$ cat src/rtl/led_pattern_gen.sv
// LED pattern generator: bounce, rotate, count and fill patterns advanced by a
// free-running prescaler, with pause, restartable mode load and registered outputs.
module led_pattern_gen #(
   parameter int WIDTH    = 16,
   parameter int STEP_DIV = 300000
) (
   input  logic             clk,
   input  logic             rst,
   input  logic [1:0]       mode,
   input  logic             mode_load,
   input  logic             pause,
   output logic [WIDTH-1:0] leds,
   output logic             step,
   output logic [1:0]       mode_cur
);

   localparam int unsigned CW = (STEP_DIV > 2) ? $clog2(STEP_DIV) : 1;
   localparam logic [CW-1:0] RELOAD = CW'(STEP_DIV - 1);

   typedef enum logic [1:0] {
      BOUNCE = 2'd0,
      ROTATE = 2'd1,
      COUNT  = 2'd2,
      FILL   = 2'd3
   } mode_t;

   mode_t            mode_q;
   logic [CW-1:0]    cnt;
   logic             dir_right;
   logic             drain;
   logic [WIDTH-1:0] next_leds;
   logic             next_dir;
   logic             next_drain;
   logic [WIDTH-1:0] init_leds;
   logic             tick;

   assign mode_cur = mode_q;
   assign tick     = (cnt == '0);

   // Direction/phase turn on the end values themselves, so ends are never repeated.
   always_comb begin
      next_leds  = leds;
      next_dir   = dir_right;
      next_drain = drain;
      case (mode_q)
         BOUNCE: begin
            if (leds[WIDTH-1])
               next_dir = 1'b1;
            else if (leds[0])
               next_dir = 1'b0;
            next_leds = next_dir ? (leds >> 1) : (leds << 1);
         end
         ROTATE: next_leds = {leds[WIDTH-2:0], leds[WIDTH-1]};
         COUNT:  next_leds = leds + WIDTH'(1);
         FILL: begin
            if (leds == '1)
               next_drain = 1'b1;
            else if (leds == '0)
               next_drain = 1'b0;
            next_leds = next_drain ? (leds >> 1) : ((leds << 1) | WIDTH'(1));
         end
         default: next_leds = leds;
      endcase
   end

   always_comb begin
      init_leds = '0;
      if (mode_t'(mode) == BOUNCE || mode_t'(mode) == ROTATE)
         init_leds = WIDTH'(1);
   end

   always_ff @(posedge clk) begin
      if (rst) begin
         leds      <= WIDTH'(1);
         mode_q    <= BOUNCE;
         dir_right <= 1'b0;
         drain     <= 1'b0;
         cnt       <= RELOAD;
         step      <= 1'b0;
      end else if (mode_load) begin
         leds      <= init_leds;
         mode_q    <= mode_t'(mode);
         dir_right <= 1'b0;
         drain     <= 1'b0;
         cnt       <= RELOAD;
         step      <= 1'b0;
      end else if (pause) begin
         step <= 1'b0;
      end else if (tick) begin
         leds      <= next_leds;
         dir_right <= next_dir;
         drain     <= next_drain;
         cnt       <= RELOAD;
         step      <= 1'b1;
      end else begin
         cnt  <= cnt - CW'(1);
         step <= 1'b0;
      end
   end

endmodule
$ cat config.mk
export PLATFORM = sky130hd
export DESIGN_NAME = led_pattern_gen
export DESIGN_NICKNAME = d
export VERILOG_FILES = /design/src/rtl/led_pattern_gen.sv
export SDC_FILE = /design/constraint.sdc
export NUM_CORES = 1
export LEC_CHECK = 0
export ABC_AREA = 1
export CAP_MARGIN = 20
export CORE_MARGIN = 4
export CORE_UTILIZATION = 43
export DETAILED_ROUTE_END_ITERATION = 16
export PLACE_DENSITY = 0.67
export SETUP_SLACK_MARGIN = 0.02
export SLEW_MARGIN = 40
export SYNTH_ARGS = -nofsm -noshare
export SYNTH_HDL_FRONTEND = slang
export SYNTH_SLANG_ARGS = --single-unit
export TNS_END_PERCENT = 10
$ cat constraint.sdc
create_clock -name clk -period 1.4 [get_ports clk]
set_input_delay 0.28 -clock clk [delete_from_list [all_inputs] [get_ports clk]]
set_output_delay 0.28 -clock clk [all_outputs]
set_load 0.01 [all_outputs]
==> impl_metrics.json <==
{
  "cts_tree": "built",
  "powerDensity_mw_per_mm2": 585,
  "syn2layout_area_growth_pct": 46.0,
  "clockBufferDepth": 2,
  "final_antenna_net_count": 0,
  "grt.total_usage_pct": 22.9,
  "rsz0062_at_grt": "true",
  "fin_tns_setup_ps": -3980,
  "dp_hpwl_microns": 6900,
  "slowest_delay_ps": 330,
  "hold_slack_ps": 501,
  "synthTopCellsByArea": "dfxtp_1, nand2_1, nor2_1",
  "layout-drive-gt1-share_pct": 32.3,
  "antenna_found_initial": 0,
  "setup_ws_ps": -213,
  "start_kind": "flip-flop",
  "max_slew_margin_pct": 79.1,
  "crit_chain": "inv_2, ha_4, nand3_4, nor2_4, nand4_4, nor2_4, nand3_4, clkbuf_16, nor2_1, nand2_1, nand2_1",
  "ioPinCount": 25,
  "p_int_mw": 1.83,
  "diodes": 0,
  "place_congestion": 0.926,
  "crit_path_end_kind": "flip-flop",
  "hp-class": "flip-flop to flip-flop",
  "io_buffers": 24,
  "p_comb_share_pct": 14.6,
  "cts_max_level": 2,
  "dieArea_sq_mm": 0.00831,
  "place_area_sq_mm": 0.00398,
  "power.switching_uw": 714,
  "post-route-period-util_pct": 115,
  "synth_top_cell_by_area": "dfxtp_1",
  "coreArea_sq_mm": 0.00676,
  "initial_utilization_pct": 44.0,
  "power.leakage_nw": 2.02,
  "drt_iter0_drc": 337,
  "syn_inst": 496,
  "wirelength_microns": 9720,
  "swShare_pct": 28.1,
  "post-route-min-period_ps": 1610,
  "synth_cell_types": 40,
  "drv_cap": 0,
  "final_area_sq_mm": 0.00434,
  "cts.clk_slew.worst_paths_ps": 100,
  "layout.nets": 617,
  "ys.warnings.count": 0,
  "netlist_top_cells_count": "nand2_1, nor2_1, inv_1",
  "synth_top_area_share_pct": 26.9,
  "worstSetupPathType": "flip-flop to flip-flop",
  "dr.pass1.iters": 5,
  "die_w_microns": 91.2,
  "ys_seq_area_share_pct": 26.9,
  "synthFlopType": "dfxtp_1",
  "setup_violations": 29,
  "finalPower_mw": 2.54,
  "status": "finished, violations left",
  "overflow": 0,
  "postCtsHoldBufs": 0,
  "slew_viol_final": 0,
  "syn_nets": 505,
  "ir_drop_v": 0.000378,
  "worst_clock_skew_ps": 11.7,
  "num-fill-cells": 620,
  "violations": "negative setup slack",
  "final_util_pct": 64.3,
  "crit_fanout": 7,
  "yosysMostFrequentCell": "nand2_1",
  "syn_area_sq_mm": 0.00297,
  "via_per_inst": 5.25,
  "cts_root_buf": "clkbuf_8",
  "cp_slowest_cell": "dfxtp_2",
  "seqPwrFrac_pct": 45.3,
  "crit_required_ps": 1660,
  "max_freq_mhz": 620,
  "synth_seq_cells": 40,
  "first_global_vias": 3421,
  "finalHoldViolations": 0,
  "vias": 3620,
  "synthArstFlopShare_pct": 0,
  "cts_buffers": 5,
  "post_drt_wl_per_cell_microns": 14.1,
  "num_rows": 30,
  "power.share.clock_pct": 40.1,
  "die_h_microns": 91.2,
  "arrival_ps": 1870,
  "synth-edff-count": 0,
  "clock_sinks": 40,
  "syn_avg_cell_area_sq_um": 5.99,
  "grt_max_degree": 16,
  "grt_pass1_wl_microns": 15800,
  "insertion_delay_ps": 310,
  "worst_pin_slew_ps": 312,
  "drc_errors": 0
}
## final cells by class
| type | count | area [sq um] | area share (%) |
|---|---|---|---|
| Multi-Input combinational cell | 380 | 2030 | 46.7 |
| Timing Repair Buffer | 123 | 1030 | 23.7 |
| Sequential cell | 40 | 841 | 19.4 |
| Inverter | 58 | 231 | 5.33 |
| Tap cell | 80 | 100 | 2.31 |
| Clock buffer | 5 | 68.8 | 1.59 |
| Clock inverter | 3 | 47.5 | 1.10 |
## metrics by stage
step	instances	setup slack (ps)
final	689	-213
after global routing	689	-314
after CTS	686	-198
after detailed placement	678	-655
after global placement	678	-525
after floorplan	496	-136
## final timing paths
path	depth (start not counted)	from	end	slack [ps]
setup / recovery	11	cnt[1]$_SDFFE_PP1N_	leds[11]$_SDFFE_PP0P_	-210
hold / removal	2	leds[12]$_SDFFE_PP0P_	leds[12]$_SDFFE_PP0P_	500
setup reg to reg	11	cnt[1]$_SDFFE_PP1N_	leds[11]$_SDFFE_PP0P_	-210
hold reg to reg	2	leds[12]$_SDFFE_PP0P_	leds[12]$_SDFFE_PP0P_	500
## cells in the final DEF, fill, tap and decap left out, drive strengths merged, types with 4 or more instances in the layout
cell type | Yosys | layout
nor3 | 8 | 8
a21oi | 31 | 31
nand2 | 150 | 150
nand3 | 50 | 50
nand4 | 8 | 8
buf | 12 | 99
inv | 57 | 57
clkdlybuf4s15 | 0 | 6
o21ai | 34 | 34
dlygate4sd2 | 0 | 12
nor2 | 71 | 71
clkbuf | 6 | 7
clkdlybuf4s50 | 0 | 4
xor2 | 9 | 9
nand3b | 4 | 4
dfxtp | 40 | 40
## state kept, by name (all words and copies together), names as in the netlist
signal / flops
step: 1
cnt: 19
dir_right: 1
leds: 16
drain: 1
mode_cur: 2
## power groups by stage
stage	registers [mW]	logic, mW	clock network [mW]
floorplan	1.19	0.194	0
global placement	1.18	0.346	0
detailed placement	1.18	0.349	0
CTS	1.15	0.350	1.04
global route	1.15	0.408	1.10
finish	1.15	0.372	1.02
## worst max-delay path, delay by kind of cell (launching register included)
kind	cells	cell delay, ps
flops	1	330
buf+inv	2	250
simple gates	8	830
fa+ha+maj	1	150
## metal layers
layer	vias to the layer above	GRT usage, %	wire, microns
li1	1826	-	-
met1	1634	30.1	4230
met2	137	37.9	4640
met3	23	3.56	633
met4	0	7.91	216
met5	-	0	0
## cell families (layout without fill, tap and decap cells)
kind of cell / after synthesis / after routing / synth area share [%]
buffers and inverters: 76 / 189 / 11.5
adders and majority gates: 3 / 3 / 1.26
and+or+nand+nor: 294 / 294 / 44.1
AOI/OAI and AO/OA: 73 / 73 / 13.3
xor gates and xnor gates: 10 / 10 / 2.95
DFF: 40 / 40 / 26.9
## timing repair
item	4_1_cts	5_1_grt
gates resized for setup	64	41
setup buffers	0	2
gates cloned	0	1
setup endpoints to repair	54	43
pin swaps	13	21
No activity file was read; power rests on OpenSTA's default activity.
